<file path="src/rtl/game_screen_sequencer_if.sv">
// Bundle between the OLED driver / screen generators and the screen sequencer.
// master drives frame timing, buttons and generator pixels; slave is the sequencer.
interface game_screen_sequencer_if;
   logic        frame_begin;
   logic [12:0] pixel_index;
   logic        btn_next;
   logic        btn_prev;
   logic [15:0] screen0_data;
   logic [15:0] screen1_data;
   logic [15:0] screen2_data;
   logic [15:0] screen3_data;
   logic [6:0]  x;
   logic [5:0]  y;
   logic [15:0] oled_data;
   logic [1:0]  screen_id;
   logic        busy;

   modport master (
      output frame_begin, pixel_index, btn_next, btn_prev,
      output screen0_data, screen1_data, screen2_data, screen3_data,
      input  x, y, oled_data, screen_id, busy
   );

   modport slave (
      input  frame_begin, pixel_index, btn_next, btn_prev,
      input  screen0_data, screen1_data, screen2_data, screen3_data,
      output x, y, oled_data, screen_id, busy
   );
endinterface

</file>
<file path="src/rtl/game_screen_sequencer.sv">
// Selects one of four screen generators for a 96x64 RGB565 OLED, decoding pixel_index
// into x/y and committing screen changes only on frame boundaries with optional blanking.
module game_screen_sequencer #(
   parameter int unsigned BLANK_FRAMES = 2,
   parameter int unsigned AUTO_FRAMES  = 0
) (
   input logic                    clk,
   input logic                    reset,
   game_screen_sequencer_if.slave bus
);

   localparam int unsigned BlankW = (BLANK_FRAMES > 0) ? $clog2(BLANK_FRAMES + 1) : 1;
   localparam int unsigned AutoW  = (AUTO_FRAMES > 0) ? $clog2(AUTO_FRAMES + 1) : 1;
   localparam logic [BlankW-1:0] BlankLast =
      BlankW'((BLANK_FRAMES == 0) ? 0 : BLANK_FRAMES - 1);
   localparam logic [AutoW-1:0] AutoLast =
      AutoW'((AUTO_FRAMES == 0) ? 0 : AUTO_FRAMES - 1);

   typedef enum logic [1:0] {
      StShow,
      StWaitFrame,
      StBlank
   } state_e;

   state_e            state_q, state_d;
   logic [1:0]        screen_id_q, screen_id_d;
   logic [1:0]        target_q, target_d;
   logic [BlankW-1:0] blank_cnt_q, blank_cnt_d;
   logic [AutoW-1:0]  auto_cnt_q, auto_cnt_d;
   logic [15:0]       oled_data_q, pixel_d;

   // Coordinate decode
   logic        in_range;
   logic [12:0] y_full;
   logic [12:0] x_full;
   logic        unused_div;

   assign in_range   = bus.pixel_index < 13'd6144;
   assign y_full     = bus.pixel_index / 13'd96;
   assign x_full     = bus.pixel_index - (y_full * 13'd96);
   assign unused_div = ^{y_full[12:6], x_full[12:7]};

   assign bus.x = in_range ? x_full[6:0] : 7'd0;
   assign bus.y = in_range ? y_full[5:0] : 6'd0;

   // Request arbitration: simultaneous buttons cancel, a lone button beats auto-advance.
   logic btn_req;
   logic auto_hit;
   logic req_valid;
   logic req_next;

   assign btn_req   = bus.btn_next ^ bus.btn_prev;
   assign auto_hit  = (AUTO_FRAMES != 0) && bus.frame_begin && (auto_cnt_q == AutoLast);
   assign req_valid = btn_req | auto_hit;
   assign req_next  = btn_req ? bus.btn_next : 1'b1;

   always_comb begin
      state_d     = state_q;
      screen_id_d = screen_id_q;
      target_d    = target_q;
      blank_cnt_d = blank_cnt_q;
      auto_cnt_d  = auto_cnt_q;

      unique case (state_q)
         StShow: begin
            if (req_valid) begin
               target_d   = req_next ? screen_id_q + 2'd1 : screen_id_q - 2'd1;
               auto_cnt_d = '0;
               state_d    = StWaitFrame;
            end else if (bus.frame_begin && (AUTO_FRAMES != 0)) begin
               auto_cnt_d = auto_cnt_q + 1'b1;
            end
         end
         StWaitFrame: begin
            if (bus.frame_begin) begin
               if (BLANK_FRAMES == 0) begin
                  screen_id_d = target_q;
                  auto_cnt_d  = '0;
                  state_d     = StShow;
               end else begin
                  blank_cnt_d = '0;
                  state_d     = StBlank;
               end
            end
         end
         StBlank: begin
            if (bus.frame_begin) begin
               if (blank_cnt_q == BlankLast) begin
                  screen_id_d = target_q;
                  auto_cnt_d  = '0;
                  state_d     = StShow;
               end else begin
                  blank_cnt_d = blank_cnt_q + 1'b1;
               end
            end
         end
         default: state_d = StShow;
      endcase
   end

   // Pixel reflects state and screen_id as they stand before this edge's update.
   always_comb begin
      pixel_d = 16'h0000;
      unique case (screen_id_q)
         2'd0: pixel_d = bus.screen0_data;
         2'd1: pixel_d = bus.screen1_data;
         2'd2: pixel_d = bus.screen2_data;
         2'd3: pixel_d = bus.screen3_data;
         default: pixel_d = 16'h0000;
      endcase
      if ((state_q == StBlank) || !in_range) begin
         pixel_d = 16'h0000;
      end
   end

   always_ff @(posedge clk) begin
      if (reset) begin
         state_q     <= StShow;
         screen_id_q <= 2'd0;
         target_q    <= 2'd0;
         blank_cnt_q <= '0;
         auto_cnt_q  <= '0;
         oled_data_q <= 16'h0000;
      end else begin
         state_q     <= state_d;
         screen_id_q <= screen_id_d;
         target_q    <= target_d;
         blank_cnt_q <= blank_cnt_d;
         auto_cnt_q  <= auto_cnt_d;
         oled_data_q <= pixel_d;
      end
   end

   assign bus.oled_data = oled_data_q;
   assign bus.screen_id = screen_id_q;
   assign bus.busy      = (state_q != StShow);

endmodule

</file>
<file path="src/flat_wrapper.sv">
// flat-port wrapper written by rule: the top's interface ports become plain ports
module game_screen_sequencer_flat 
#(
   parameter int unsigned BLANK_FRAMES = 2,
   parameter int unsigned AUTO_FRAMES  = 0
)
  (clk, reset, bus_frame_begin, bus_pixel_index, bus_btn_next, bus_btn_prev, bus_screen0_data, bus_screen1_data, bus_screen2_data, bus_screen3_data, bus_x, bus_y, bus_oled_data, bus_screen_id, bus_busy);
  game_screen_sequencer_if bus_i ();
  input logic clk;
  input logic reset;
  input wire logic [$bits(bus_i.frame_begin)-1:0] bus_frame_begin;
  input wire logic [$bits(bus_i.pixel_index)-1:0] bus_pixel_index;
  input wire logic [$bits(bus_i.btn_next)-1:0] bus_btn_next;
  input wire logic [$bits(bus_i.btn_prev)-1:0] bus_btn_prev;
  input wire logic [$bits(bus_i.screen0_data)-1:0] bus_screen0_data;
  input wire logic [$bits(bus_i.screen1_data)-1:0] bus_screen1_data;
  input wire logic [$bits(bus_i.screen2_data)-1:0] bus_screen2_data;
  input wire logic [$bits(bus_i.screen3_data)-1:0] bus_screen3_data;
  output wire logic [$bits(bus_i.x)-1:0] bus_x;
  output wire logic [$bits(bus_i.y)-1:0] bus_y;
  output wire logic [$bits(bus_i.oled_data)-1:0] bus_oled_data;
  output wire logic [$bits(bus_i.screen_id)-1:0] bus_screen_id;
  output wire logic [$bits(bus_i.busy)-1:0] bus_busy;
  assign bus_i.frame_begin = bus_frame_begin;
  assign bus_i.pixel_index = bus_pixel_index;
  assign bus_i.btn_next = bus_btn_next;
  assign bus_i.btn_prev = bus_btn_prev;
  assign bus_i.screen0_data = bus_screen0_data;
  assign bus_i.screen1_data = bus_screen1_data;
  assign bus_i.screen2_data = bus_screen2_data;
  assign bus_i.screen3_data = bus_screen3_data;
  assign bus_x = bus_i.x;
  assign bus_y = bus_i.y;
  assign bus_oled_data = bus_i.oled_data;
  assign bus_screen_id = bus_i.screen_id;
  assign bus_busy = bus_i.busy;
  game_screen_sequencer #(.BLANK_FRAMES(BLANK_FRAMES), .AUTO_FRAMES(AUTO_FRAMES)) u_core (.clk(clk), .reset(reset), .bus(bus_i));
endmodule
</file>
<file path="config.mk">
export PLATFORM = sky130hd
export DESIGN_NAME = game_screen_sequencer_flat
export DESIGN_NICKNAME = d
export VERILOG_FILES = /design/src/rtl/game_screen_sequencer_if.sv /design/src/rtl/game_screen_sequencer.sv /design/src/flat_wrapper.sv
export SDC_FILE = /design/constraint.sdc
export NUM_CORES = 1
export LEC_CHECK = 0
export CAP_MARGIN = 0
export CORE_MARGIN = 4
export CORE_UTILIZATION = 37
export DETAILED_ROUTE_END_ITERATION = 7
export HOLD_SLACK_MARGIN = 0.1
export PLACE_DENSITY = 0.81
export SLEW_MARGIN = 20
export SYNTH_ARGS = -nofsm -noshare
export SYNTH_HDL_FRONTEND = slang
export SYNTH_SLANG_ARGS = --single-unit
</file>
<file path="constraint.sdc">
create_clock -name clk -period 3.95 [get_ports clk]
set_clock_uncertainty 0.05 [all_clocks]
set_input_delay 0.79 -clock clk [delete_from_list [all_inputs] [get_ports clk]]
set_output_delay 0.79 -clock clk [all_outputs]
set_load 0.05 [all_outputs]
</file>
Word level (Yosys, flattened, before mapping)
Cells that the tools add are included.
Operators by class
  add/sub/neg operators: 4
  multipliers: 1
  div/mod/pow operators: 1
  magnitude comparators: 1
  eq/ne operators: 11
  mux-type cells: 14
  bitwise logic cells: 1
  reductions and logical operators: 11
Operators with widths (number)
  16-bit case mux with 4 select lines: 1
  2-bit two-way mux: 8
  13-bit by 7-bit divider with 13-bit output (second input constant): 1
  13-bit < comparator (second input constant): 1
  13-bit by 2-bit multiplier with 2-bit output (second input constant): 1
  4-bit AND reduction: 2
  7-bit two-way mux: 1
  7-bit subtractor: 1
  2-bit by 1-bit == test with 1-bit output (second input constant): 3
  2-bit == test (second input constant): 3
  6-bit two-way mux: 1
  2-bit != test (second input constant): 3
  2-bit case mux with 3 select lines: 1
  2-bit by 1-bit adder with 2-bit output (second input constant): 2
  2-bit zero test: 2
  2-bit by 1-bit != test with 1-bit output (second input constant): 2
  2-bit case mux with 2 select lines: 1
  2-bit nonzero test: 2
  3-bit AND reduction: 1
  2-bit AND reduction: 1
  2-bit OR reduction: 1
  2-bit by 1-bit subtractor with 2-bit output (second input constant): 1
  1-bit zero test: 1
  1-bit logical OR: 1
  other kinds (2): 2
Storage, ports and cells
  bits in registers: 24
  bits of input ports: 82
  output and inout port bits: 32
  word-level logic and storage cells: 49

Logic depth before layout (Yosys ltp)
  depth after elaboration: 4
  mapped depth: 10

Worst setup path after synthesis
No wires, ideal clock.
  kind: input to output
  start point: input bus_pixel_index[7]
  end point: output bus_x[6]
  arrival time: 3.188 ns
  slack: -0.078 ns
  cell stages on the path: 10
  path buffers: 1
  cells stage by stage: buf_6 -> and3b_2 -> a211o_1 -> a22o_1 -> or2_4 -> mux2i_1 -> nand2_1 -> ha_1 -> or2b_1 -> mux2i_1
Between the ends
  cells in the longest elaborated chain, start to end: 4
  elaborated cells on any way between the ends: 5
Ends and longest elaborated chain
  start: declaration: RTL line flat_wrapper.sv:12  | input wire logic [$bits(bus_i.pixel_index)-1:0] bus_pixel_index;
  13-bit by 7-bit divider with 13-bit output: RTL line game_screen_sequencer.sv:39  | assign y_full = bus.pixel_index / 13'd96;
  13-bit by 2-bit multiplier with 2-bit output: RTL line game_screen_sequencer.sv:40  | assign x_full = bus.pixel_index - (y_full * 13'd96);
  7-bit subtractor: RTL line game_screen_sequencer.sv:40
  7-bit two-way mux *: RTL line game_screen_sequencer.sv:43  | assign bus.x = in_range ? x_full[6:0] : 7'd0;
  end: declaration: RTL line flat_wrapper.sv:19  | output wire logic [$bits(bus_i.x)-1:0] bus_x;
Mark *: on every way between the ends. The rest lies on a longest branch, timed or not.

Worst setup path in the final report
  start point: input bus_pixel_index[10]
  end point: output bus_y[0]
Between the ends
  cells in the longest elaborated chain, start to end: 2
  elaborated cells on any way between the ends: 3
Ends and longest elaborated chain
  13-bit by 7-bit divider with 13-bit output or 13-bit < comparator (tied branches): RTL line game_screen_sequencer.sv:39, game_screen_sequencer.sv:38
  6-bit two-way mux *: RTL line game_screen_sequencer.sv:44  | assign bus.y = in_range ? y_full[5:0] : 6'd0;
  end: declaration: RTL line flat_wrapper.sv:20  | output wire logic [$bits(bus_i.y)-1:0] bus_y;
Marked as above.

==> metrics.cfg <==
[layout]
syn_to_final_growth_pct=83.8
final_common_cell=clkdlybuf4s50_1
mostFrequentLayoutCells=clkdlybuf4s50_1, nor2_1, buf_4
nets=463
final_util=0.708
stdcell_area_um2=3360
diodes=0
fillerInstances=392
drive_gt1_frac=0.220

[floorplanning]
initial_core_util=0.385
die-area_um2=6140
fp.dieH_um=78.3
core_um2=4750
rows=25
ios=114
dieWidth_um=78.3

[grt]
antenna_found_initial=0
grt.total_usage=0.203
gr-total-overflow=0
grt_pass1_vias=2216
grt_pass1_wl_um=10200
grt_max_degree=33

[clock_tree]
cts_buffers=3
cts_root_buffer=clkbuf_8
clk_latency_ps=260
cts_tree=yes
cts_buffer_depth=2
hold_buffers=0
clkTransAtPathRegs_ps=80
htreeDepth=1
cts.sinks=24

[place]
gp_congestion=0.820
dp_hpwl_um=5100
postPlaceCellArea_um2=3170
portBuffers=113

[yosys]
ys_seq_area_frac=0.262
synth_ff_type=dfxtp_1
synth-async-reset-ratio=0
synth_edf_count=0
syn_nets=332
yosysWarnings=0
syn_area_um2=1830
syn_avg_cell_area_um2=7.53
synthCells=243
ys_ff_latch=24
yosysUniqueCellTypes=52

[routing]
antenna_left=0
top_layer_used=met4
route.met2.wl_um=3260
drc=0
drtIter0Drc=121
viasPerCell=5.29
wl_met1_um=2810
dr_wl_met3_um=525
dr.pass1.iters=7
vias=2329
routed_wl_um=6690
routedWlPerCell_um=15.2

[sta]
period_needed_ps=3850
tightestPinTransition_ps=1000
maxSlewViolCount=0
fmax_mhz=260
period_share=0.976
hold_viol=0
slew_headroom=0.331
setup_viol=0

[worst_setup_path]
path_max_fanout=7
slowest_stage=or2b_2
path_common_cell=buf_4
worstSetupPathType=primary input to output pin
startpoint_type=primary input
worst_path_largest_cell_delay_ps=310
end_kind=output pin
crit_family=buffers and inverters
crit_arrival_ps=3010
cp.required_ps=3110
crit_path_cell_trace=buf_4, buf_6, or2b_2, mux2_2, a211oi_2, or3_4, o21ai_2, buf_4, buf_4, buf_4, a21boi_0, buf_4, buf_12
path_buf_inv=7

[pwr]
leakage_uw=0.00133
ir_worst_vdd_v=0.000162
fin_total_pwr_uw=894
power_density_nw_per_um2=266

[status]
status=completed

[run]
maxCapViolCount=0

[worst_hold_path]
hold_class=register to register

timing repair:
item                                    in CTS  in global routing
gates resized for setup                     25                 26
pin swaps                                    3                  9
buffers inserted                             4                  2
endpoints found under the setup margin       4                  3
cloned                                       1                  0
hold endpoints to repair                     0                  0
cells in the mapped netlist, types with 2 or more instances:
master	n	share of area
mux2i_1	5	0.027
ha_1	7	0.048
and3_1	2	0.0068
o22a_2	2	0.011
nand3b_1	2	0.0082
a21oi_1	31	0.085
or4bb_2	2	0.014
a222oi_1	16	0.087
nor3_1	5	0.014
o21a_1	2	0.0082
inv_1	12	0.025
and2_1	5	0.017
buf_2	3	0.0082
o22ai_1	2	0.0068
a211oi_1	3	0.012
xor2_1	3	0.014
o21ai_0	10	0.027
dfxtp_1	24	0.26
clkbuf_1	11	0.023
nor2_1	48	0.098
a211o_1	2	0.0096
nand2_1	10	0.021
buf_6	3	0.018
xnor2_1	3	0.014
or2b_2	3	0.014
power breakdown:
part / total [uW] / internal [uW] / leakage, uW / switching (uW)
Combinational: 417 / 210 / 0.00110 / 207
Clock: 213 / 135 / 0.0000357 / 77.2
Sequential: 265 / 257 / 0.000198 / 7.40
Total: 894 / 602 / 0.00133 / 292
stage by stage:
stage / TNS [ps] / std cells / worst slack (ps) / hold slack (ps)
after detailed placement: -1040 / 430 / -430 / 431
after global routing: -16.8 / 440 / -16.8 / 500
after global placement: -659 / 430 / -323 / 422
after floorplan: 0 / 243 / 7.79 / 410
after CTS: 0 / 439 / 12.3 / 463
final: 0 / 440 / 96.4 / 463
cell type report:
cell class	count	area, um^2	share of cell area
Clock buffer	3	41.3	0.0123
Clock inverter	1	30.0	0.00893
Inverter	12	45.0	0.0134
Multi-Input combinational cell	189	1290	0.383
Sequential cell	24	480	0.143
Tap cell	67	83.8	0.0249
Timing Repair Buffer	144	1390	0.414
worst register-to-register path, cell delays in order, from the launching register on:
cell      delay [ps]
dfxtp_1          430
inv_1            110
ha_1             430
a222oi_1         500
nor2_1            80
a21oi_1          150
nor2_1            50
path summary, 6_finish.rpt:
kind / from / endpoint / slack [ps] / cells past startpoint
hold reg to reg: u_core.target_q[0] / u_core.target_q[0] / 460 / 2
setup reg to reg: u_core.bus.screen_id[0] / u_core.bus.oled_data[14] / 2030 / 6
hold / removal: u_core.target_q[0] / u_core.target_q[0] / 460 / 2
setup / recovery: bus_pixel_index[10] / bus_y[0] / 100 / 13
kinds of logic after synthesis:
family                   after synthesis  share of synthesized area
flip-flops                            24                      0.262
buffers and inverters                 30                     0.0759
adder cells (fa/ha/maj)                8                     0.0533
AO/OA/AOI/OAI                         80                      0.304
multiplexers                           6                     0.0335
AND/OR/NAND/NOR                       89                      0.242
XOR/XNOR                               6                     0.0287
registers in the layout, summed over array words and instances (netlist names):
register and flops:
u_core.bus.screen_id 2, u_core.state_q 2, u_core.bus.oled_data 16, u_core.blank_cnt_q 2, u_core.target_q 2
metal layers:
layer,track usage,up-vias
li1,-,1148
met1,0.237,1071
met2,0.360,102
met3,0.0528,8
met4,0.0629,0
met5,0,-
(Power assumes the default switching activity.)
